===== src/rtl/wbm_initiator.sv =====
// Wishbone B4 classic-cycle bus master: runs single or incrementing-burst
// commands from a local command port and returns one response per beat.
module wbm_initiator #(
  parameter int unsigned ADDR_W  = 32,
  parameter int unsigned DATA_W  = 32,
  parameter int unsigned LEN_W   = 4,
  parameter int unsigned TIMEOUT = 255
) (
  input  logic                  wbm_clk_i,
  input  logic                  wbm_rst_i,
  input  logic                  cmd_valid_i,
  output logic                  cmd_ready_o,
  input  logic                  cmd_we_i,
  input  logic [ADDR_W-1:0]     cmd_adr_i,
  input  logic [DATA_W-1:0]     cmd_dat_i,
  input  logic [DATA_W/8-1:0]   cmd_sel_i,
  input  logic [LEN_W-1:0]      cmd_len_i,
  output logic                  rsp_valid_o,
  output logic [DATA_W-1:0]     rsp_dat_o,
  output logic                  rsp_err_o,
  output logic                  rsp_tmo_o,
  output logic                  rsp_last_o,
  output logic                  wbm_cyc_o,
  output logic                  wbm_stb_o,
  output logic                  wbm_we_o,
  output logic [ADDR_W-1:0]     wbm_adr_o,
  output logic [DATA_W-1:0]     wbm_dat_o,
  output logic [DATA_W/8-1:0]   wbm_sel_o,
  input  logic [DATA_W-1:0]     wbm_dat_i,
  input  logic                  wbm_ack_i,
  input  logic                  wbm_err_i
);

  localparam int unsigned SEL_W = DATA_W / 8;
  localparam int unsigned TMO_W = (TIMEOUT > 0) ? $clog2(TIMEOUT + 1) : 1;

  typedef enum logic [1:0] {S_IDLE, S_STROBE, S_GAP} state_t;

  state_t              r_state, w_state_nxt;
  logic                r_cyc, r_stb, r_we, r_rdy;
  logic [ADDR_W-1:0]   r_adr;
  logic [DATA_W-1:0]   r_dat;
  logic [SEL_W-1:0]    r_sel;
  logic [LEN_W-1:0]    r_len, r_beat;
  logic [TMO_W-1:0]    r_tmo;
  logic                r_rsp_valid, r_rsp_err, r_rsp_tmo, r_rsp_last;
  logic [DATA_W-1:0]   r_rsp_dat;

  logic                w_cyc, w_stb, w_we, w_rdy;
  logic [ADDR_W-1:0]   w_adr;
  logic [DATA_W-1:0]   w_dat;
  logic [SEL_W-1:0]    w_sel;
  logic [LEN_W-1:0]    w_len, w_beat;
  logic [TMO_W-1:0]    w_tmo;
  logic                w_rsp_valid, w_rsp_err, w_rsp_tmo, w_rsp_last;
  logic [DATA_W-1:0]   w_rsp_dat;

  logic                w_ack, w_err, w_tmo_hit, w_last;

  // ERR has priority over a simultaneous ACK
  assign w_err     = wbm_err_i;
  assign w_ack     = wbm_ack_i & ~wbm_err_i;
  assign w_tmo_hit = (TIMEOUT != 0) && (r_tmo == TMO_W'(TIMEOUT - 1));
  assign w_last    = (r_beat == r_len);

  always_ff @(posedge wbm_clk_i) begin
    if (wbm_rst_i) begin
      r_state     <= S_IDLE;
      r_cyc       <= 1'b0;
      r_stb       <= 1'b0;
      r_we        <= 1'b0;
      r_rdy       <= 1'b1;
      r_adr       <= '0;
      r_dat       <= '0;
      r_sel       <= '0;
      r_len       <= '0;
      r_beat      <= '0;
      r_tmo       <= '0;
      r_rsp_valid <= 1'b0;
      r_rsp_err   <= 1'b0;
      r_rsp_tmo   <= 1'b0;
      r_rsp_last  <= 1'b0;
      r_rsp_dat   <= '0;
    end else begin
      r_state     <= w_state_nxt;
      r_cyc       <= w_cyc;
      r_stb       <= w_stb;
      r_we        <= w_we;
      r_rdy       <= w_rdy;
      r_adr       <= w_adr;
      r_dat       <= w_dat;
      r_sel       <= w_sel;
      r_len       <= w_len;
      r_beat      <= w_beat;
      r_tmo       <= w_tmo;
      r_rsp_valid <= w_rsp_valid;
      r_rsp_err   <= w_rsp_err;
      r_rsp_tmo   <= w_rsp_tmo;
      r_rsp_last  <= w_rsp_last;
      r_rsp_dat   <= w_rsp_dat;
    end
  end

  always_comb begin
    w_state_nxt = r_state;
    unique case (r_state)
      S_IDLE:   if (cmd_valid_i) w_state_nxt = S_STROBE;
      S_STROBE: begin
        if (w_err || w_tmo_hit) w_state_nxt = S_IDLE;
        else if (w_ack)         w_state_nxt = w_last ? S_IDLE : S_GAP;
      end
      S_GAP:    w_state_nxt = S_STROBE;
      default:  w_state_nxt = S_IDLE;
    endcase
  end

  // Next values of the registered outputs; ready mirrors the next state
  always_comb begin
    w_cyc       = r_cyc;
    w_stb       = r_stb;
    w_we        = r_we;
    w_adr       = r_adr;
    w_dat       = r_dat;
    w_sel       = r_sel;
    w_len       = r_len;
    w_beat      = r_beat;
    w_tmo       = r_tmo;
    w_rdy       = (w_state_nxt == S_IDLE);
    w_rsp_valid = 1'b0;
    w_rsp_err   = 1'b0;
    w_rsp_tmo   = 1'b0;
    w_rsp_last  = 1'b0;
    w_rsp_dat   = '0;
    unique case (r_state)
      S_IDLE: begin
        if (cmd_valid_i) begin
          w_cyc  = 1'b1;
          w_stb  = 1'b1;
          w_we   = cmd_we_i;
          w_adr  = cmd_adr_i;
          w_dat  = cmd_dat_i;
          w_sel  = cmd_sel_i;
          w_len  = cmd_len_i;
          w_beat = '0;
          w_tmo  = '0;
        end
      end
      S_STROBE: begin
        if (w_err) begin
          w_rsp_valid = 1'b1;
          w_rsp_err   = 1'b1;
          w_rsp_last  = 1'b1;
          w_cyc       = 1'b0;
          w_stb       = 1'b0;
        end else if (w_ack) begin
          w_rsp_valid = 1'b1;
          w_rsp_last  = w_last;
          w_rsp_dat   = r_we ? '0 : wbm_dat_i;
          w_stb       = 1'b0;
          if (w_last) begin
            w_cyc = 1'b0;
          end else begin
            w_adr  = r_adr + ADDR_W'(SEL_W);
            w_beat = r_beat + 1'b1;
          end
        end else if (w_tmo_hit) begin
          w_rsp_valid = 1'b1;
          w_rsp_err   = 1'b1;
          w_rsp_tmo   = 1'b1;
          w_rsp_last  = 1'b1;
          w_cyc       = 1'b0;
          w_stb       = 1'b0;
        end else begin
          w_tmo = r_tmo + 1'b1;
        end
      end
      S_GAP: begin
        w_stb = 1'b1;
        w_tmo = '0;
      end
      default: begin
        w_cyc = 1'b0;
        w_stb = 1'b0;
      end
    endcase
  end

  assign cmd_ready_o = r_rdy;
  assign rsp_valid_o = r_rsp_valid;
  assign rsp_dat_o   = r_rsp_dat;
  assign rsp_err_o   = r_rsp_err;
  assign rsp_tmo_o   = r_rsp_tmo;
  assign rsp_last_o  = r_rsp_last;
  assign wbm_cyc_o   = r_cyc;
  assign wbm_stb_o   = r_stb;
  assign wbm_we_o    = r_we;
  assign wbm_adr_o   = r_adr;
  assign wbm_dat_o   = r_dat;
  assign wbm_sel_o   = r_sel;

endmodule


===== config.mk =====
export PLATFORM = sky130hd
export DESIGN_NAME = wbm_initiator
export DESIGN_NICKNAME = d
export VERILOG_FILES = /design/src/rtl/wbm_initiator.sv
export SDC_FILE = /design/constraint.sdc
export NUM_CORES = 1
export LEC_CHECK = 0
export CORE_UTILIZATION = 30
export DETAILED_ROUTE_END_ITERATION = 8
export PLACE_DENSITY_LB_ADDON = 0.3
export SYNTH_ARGS = -nofsm -noshare
export SYNTH_HDL_FRONTEND = slang
export SYNTH_SLANG_ARGS = --single-unit
export TNS_END_PERCENT = 30

===== constraint.sdc =====
create_clock -name wbm_clk_i -period 2 [get_ports wbm_clk_i]
set_input_delay 0.4 -clock wbm_clk_i [delete_from_list [all_inputs] [get_ports wbm_clk_i]]
set_output_delay 0.4 -clock wbm_clk_i [all_outputs]
set_load 0.005 [all_outputs]

==> metrics.txt <==
CP Cell Sequence=xor2_1, o41a_4, or3_4, buf_4, o21ai_2, o2bb2ai_1; Crit. End Element=flip-flop; count of final setup violators=0; area of the core=16700 um2; top_reg_cell synth=dfxtp_1; final instance area=8500 um2; CP Depth=6; Std-Cell Rows=47; Post-synth EDFFs=0; H-tree depth=4; most frequent cells in the layout=clkdlybuf4s50_1, nand2_1, dfxtp_1; Port Buffer Count=217; remaining antenna violation count after routing=0; Final Non-Filler Cells=1092; RSZ-0062 raised after global routing=false; initial antenna violation count=1; synthesized area per cell=8.50 um2; FF-to-FF Start=r_beat[2]; via/cell ratio=4.76; GRT Max-Usage Layer=met2; largest net degree at the start of global routing=50; Hold EP=wbm_stb_o; clock buffer depth=2; CTS sink count=126; Buf+Inv Stages, Crit Path=1; I/O Pins=218; Slew @ Worst Pin=0.533 ns; syn_nets=721; initial cell density of the core=30.9%; hpwl dp=11600 um; Skew-Pair Late Insertion Delay=0.42 ns; CP arrival=2.26 ns; met1 Track Usage GR=21.3%; met2 GRT Util=29.2%; post-CTS setup buffer count=0; Slew Viols, Final=0; Wirelength per Cell=14.7 um; async set-reset flop share out of synthesis=0%; cts hold-fix bufs=0; Pre-Repair DR Iteration Count=4; sequential area share after synthesis=48.9%; Worst Path Max Fanout=9; CTS tree=yes; drt first-iter violations=256; Setup CP Type=flip-flop to flip-flop; Die W=133 um; flops & latches, synth=126; fmax=522 MHz; gr usage total=18.4%; slowest stage delay, CP=0.56 ns; share of cells above drive strength 1=12.7%; r2r worst-path depth=6; vias in the first global route=5048; ANT cells=0; Relative slew margins=64.5%; final hold viol count=0; GRT met3 Usage=8.18%; WHS Path Cells=2; HP Class=primary input to flip-flop; via count=5198; Power Dens Cells=757 nW/um2; most common cell after layout, fill and taps aside=clkdlybuf4s50_1; Synth cell types=54; Total Wirelength=16000 um; synthesized area=5160 um2; placed inst area=7930 um2; peak supply drop=0.482 mV; flop2flop setup slack=0.09 ns; slowest stage cell, crit path=o41a_4; total of max-cap violations=0; Synth Instances=607; Critical R2R Capture=wbm_adr_o[13]; clock slew at reported path FFs=0.05 ns; CP required=2.35 ns; fin nets=975; placed cell count=1062; Inserted Clock Buffers=17; Final min period=1.91 ns; Die H=133 um; first-pass GRT wire length=25500 um; DRC Markers=0; Lkg Pwr=3.16 nW; Placer Congestion=0.861; Worst setup startpoint=r_beat[2]; skew final=0.00668 ns; GRT overflow=0; Largest delay share family, worst path=compound AO/OA/AOI/OAI gates; Syn-to-layout area delta=64.6%; Die ar.=17700 um2; HP Start=wbm_rst_i; Final period util=95.7%; outcome=completed; Ys Warns=0; root buf cell=clkbuf_16; critical path launch point type=flip-flop
## flip-flops by register name (all words and copies together) (netlist names)
signal and flops:
cmd_ready_o 1, r_beat 4, r_len 4, r_state 2, r_tmo 8, rsp_dat_o 32
rsp_err_o 1, rsp_last_o 1, rsp_tmo_o 1, rsp_valid_o 1, wbm_adr_o 32, wbm_cyc_o 1
wbm_dat_o 32, wbm_sel_o 4, wbm_stb_o 1, wbm_we_o 1
## what timing repair did
action / 4_1_cts / 5_1_grt
pin swaps: 0 / 0
setup endpoints to repair: 4 / 10
resized for setup: 1 / 5
## power by group
part / total (mW) / switching (mW) / internal (mW)
clock: 2.79 / 1.13 / 1.66
sequential: 2.71 / 0.0858 / 2.63
combinational: 0.929 / 0.377 / 0.552
## worst max-delay path by stage
| stage | end |
|---|---|
| detailed placement | wbm_adr_o[22] |
| global route | wbm_adr_o[19] |
| floorplan | wbm_adr_o[22] |
| finish | wbm_adr_o[13] |
| global placement | wbm_adr_o[22] |
| CTS | wbm_adr_o[19] |
## per-layer routing
metal  up-vias  wire [um]  share of wire (%)
met4         2        351                2.2
met1      2358       6810                 42
met2       190       7260                 45
met5         -         13              0.081
li1       2623          -                  -
met3        25       1600                 10
## per-stage QoR
stage / setup WS, ns / power (mW) / util [%] / hold WS (ns) / TNS (ns)
6_report: 0.0861 / 6.43 / 50.9 / 0.339 / 0
5_1_grt: 0.0135 / 6.70 / 50.9 / 0.343 / 0
4_1_cts: 0.0358 / 6.51 / 50.7 / 0.321 / 0
3_5_place_dp: -0.274 / 3.69 / 47.5 / 0.446 / -7.90
3_3_place_gp: -0.280 / 3.69 / 47.5 / 0.441 / -7.30
2_1_floorplan: 0.0783 / 3.10 / - / 0.448 / 0
## cell type report
type	instances	area, um2
clock buffers	21	470
well taps	220	275
multi-input cells	438	2500
fillers	1590	8210
flip-flops and latches	126	2520
inverters	11	41.3
repair buffers	267	2620
clock inverters	9	65.1
## cell usage after synthesis, drive strengths merged (2+ instances only)
| library cell | count | area [um2] |
|---|---|---|
| nor3b | 4 | 30.0 |
| nand2b | 2 | 12.5 |
| a311oi | 2 | 17.5 |
| dfxtp | 126 | 2520 |
| o32ai | 3 | 26.3 |
| o31ai | 7 | 52.6 |
| xor2 | 7 | 61.3 |
| or3 | 6 | 42.5 |
| and3 | 2 | 12.5 |
| o21ai | 27 | 173 |
| o2bb2ai | 6 | 52.6 |
| clkbuf | 21 | 78.8 |
| a21oi | 70 | 350 |
| nand4 | 10 | 62.6 |
| buf | 11 | 57.6 |
| nor4 | 6 | 50.0 |
| xnor2 | 2 | 17.5 |
| and2 | 37 | 231 |
| inv | 11 | 41.3 |
| o211ai | 2 | 15.0 |
| ha | 4 | 50.1 |
| o22ai | 7 | 43.8 |
| a21o | 4 | 30.0 |
| or2 | 4 | 25.0 |
| o41ai | 2 | 36.3 |
| nor2b | 2 | 12.5 |
| a22o | 11 | 96.3 |
| a22oi | 5 | 37.5 |
| and4 | 2 | 17.5 |
| nand3 | 18 | 90.1 |
| nor3 | 13 | 80.1 |
| nor2 | 32 | 123 |
| nand2 | 127 | 477 |
| o31a | 4 | 35.0 |
## cell families after synthesis
group                    count (synthesis)  share of synthesized area [%]
AND/OR/NAND/NOR                        267                           24.9
adder cells (fa/ha/maj)                  4                          0.970
flip-flops                             126                           48.9
buffers and inverters                   43                           3.44
AO/OA/AOI/OAI                          158                           20.3
XOR/XNOR                                 9                           1.53
Note: power is estimated with default switching activity, not from simulation.
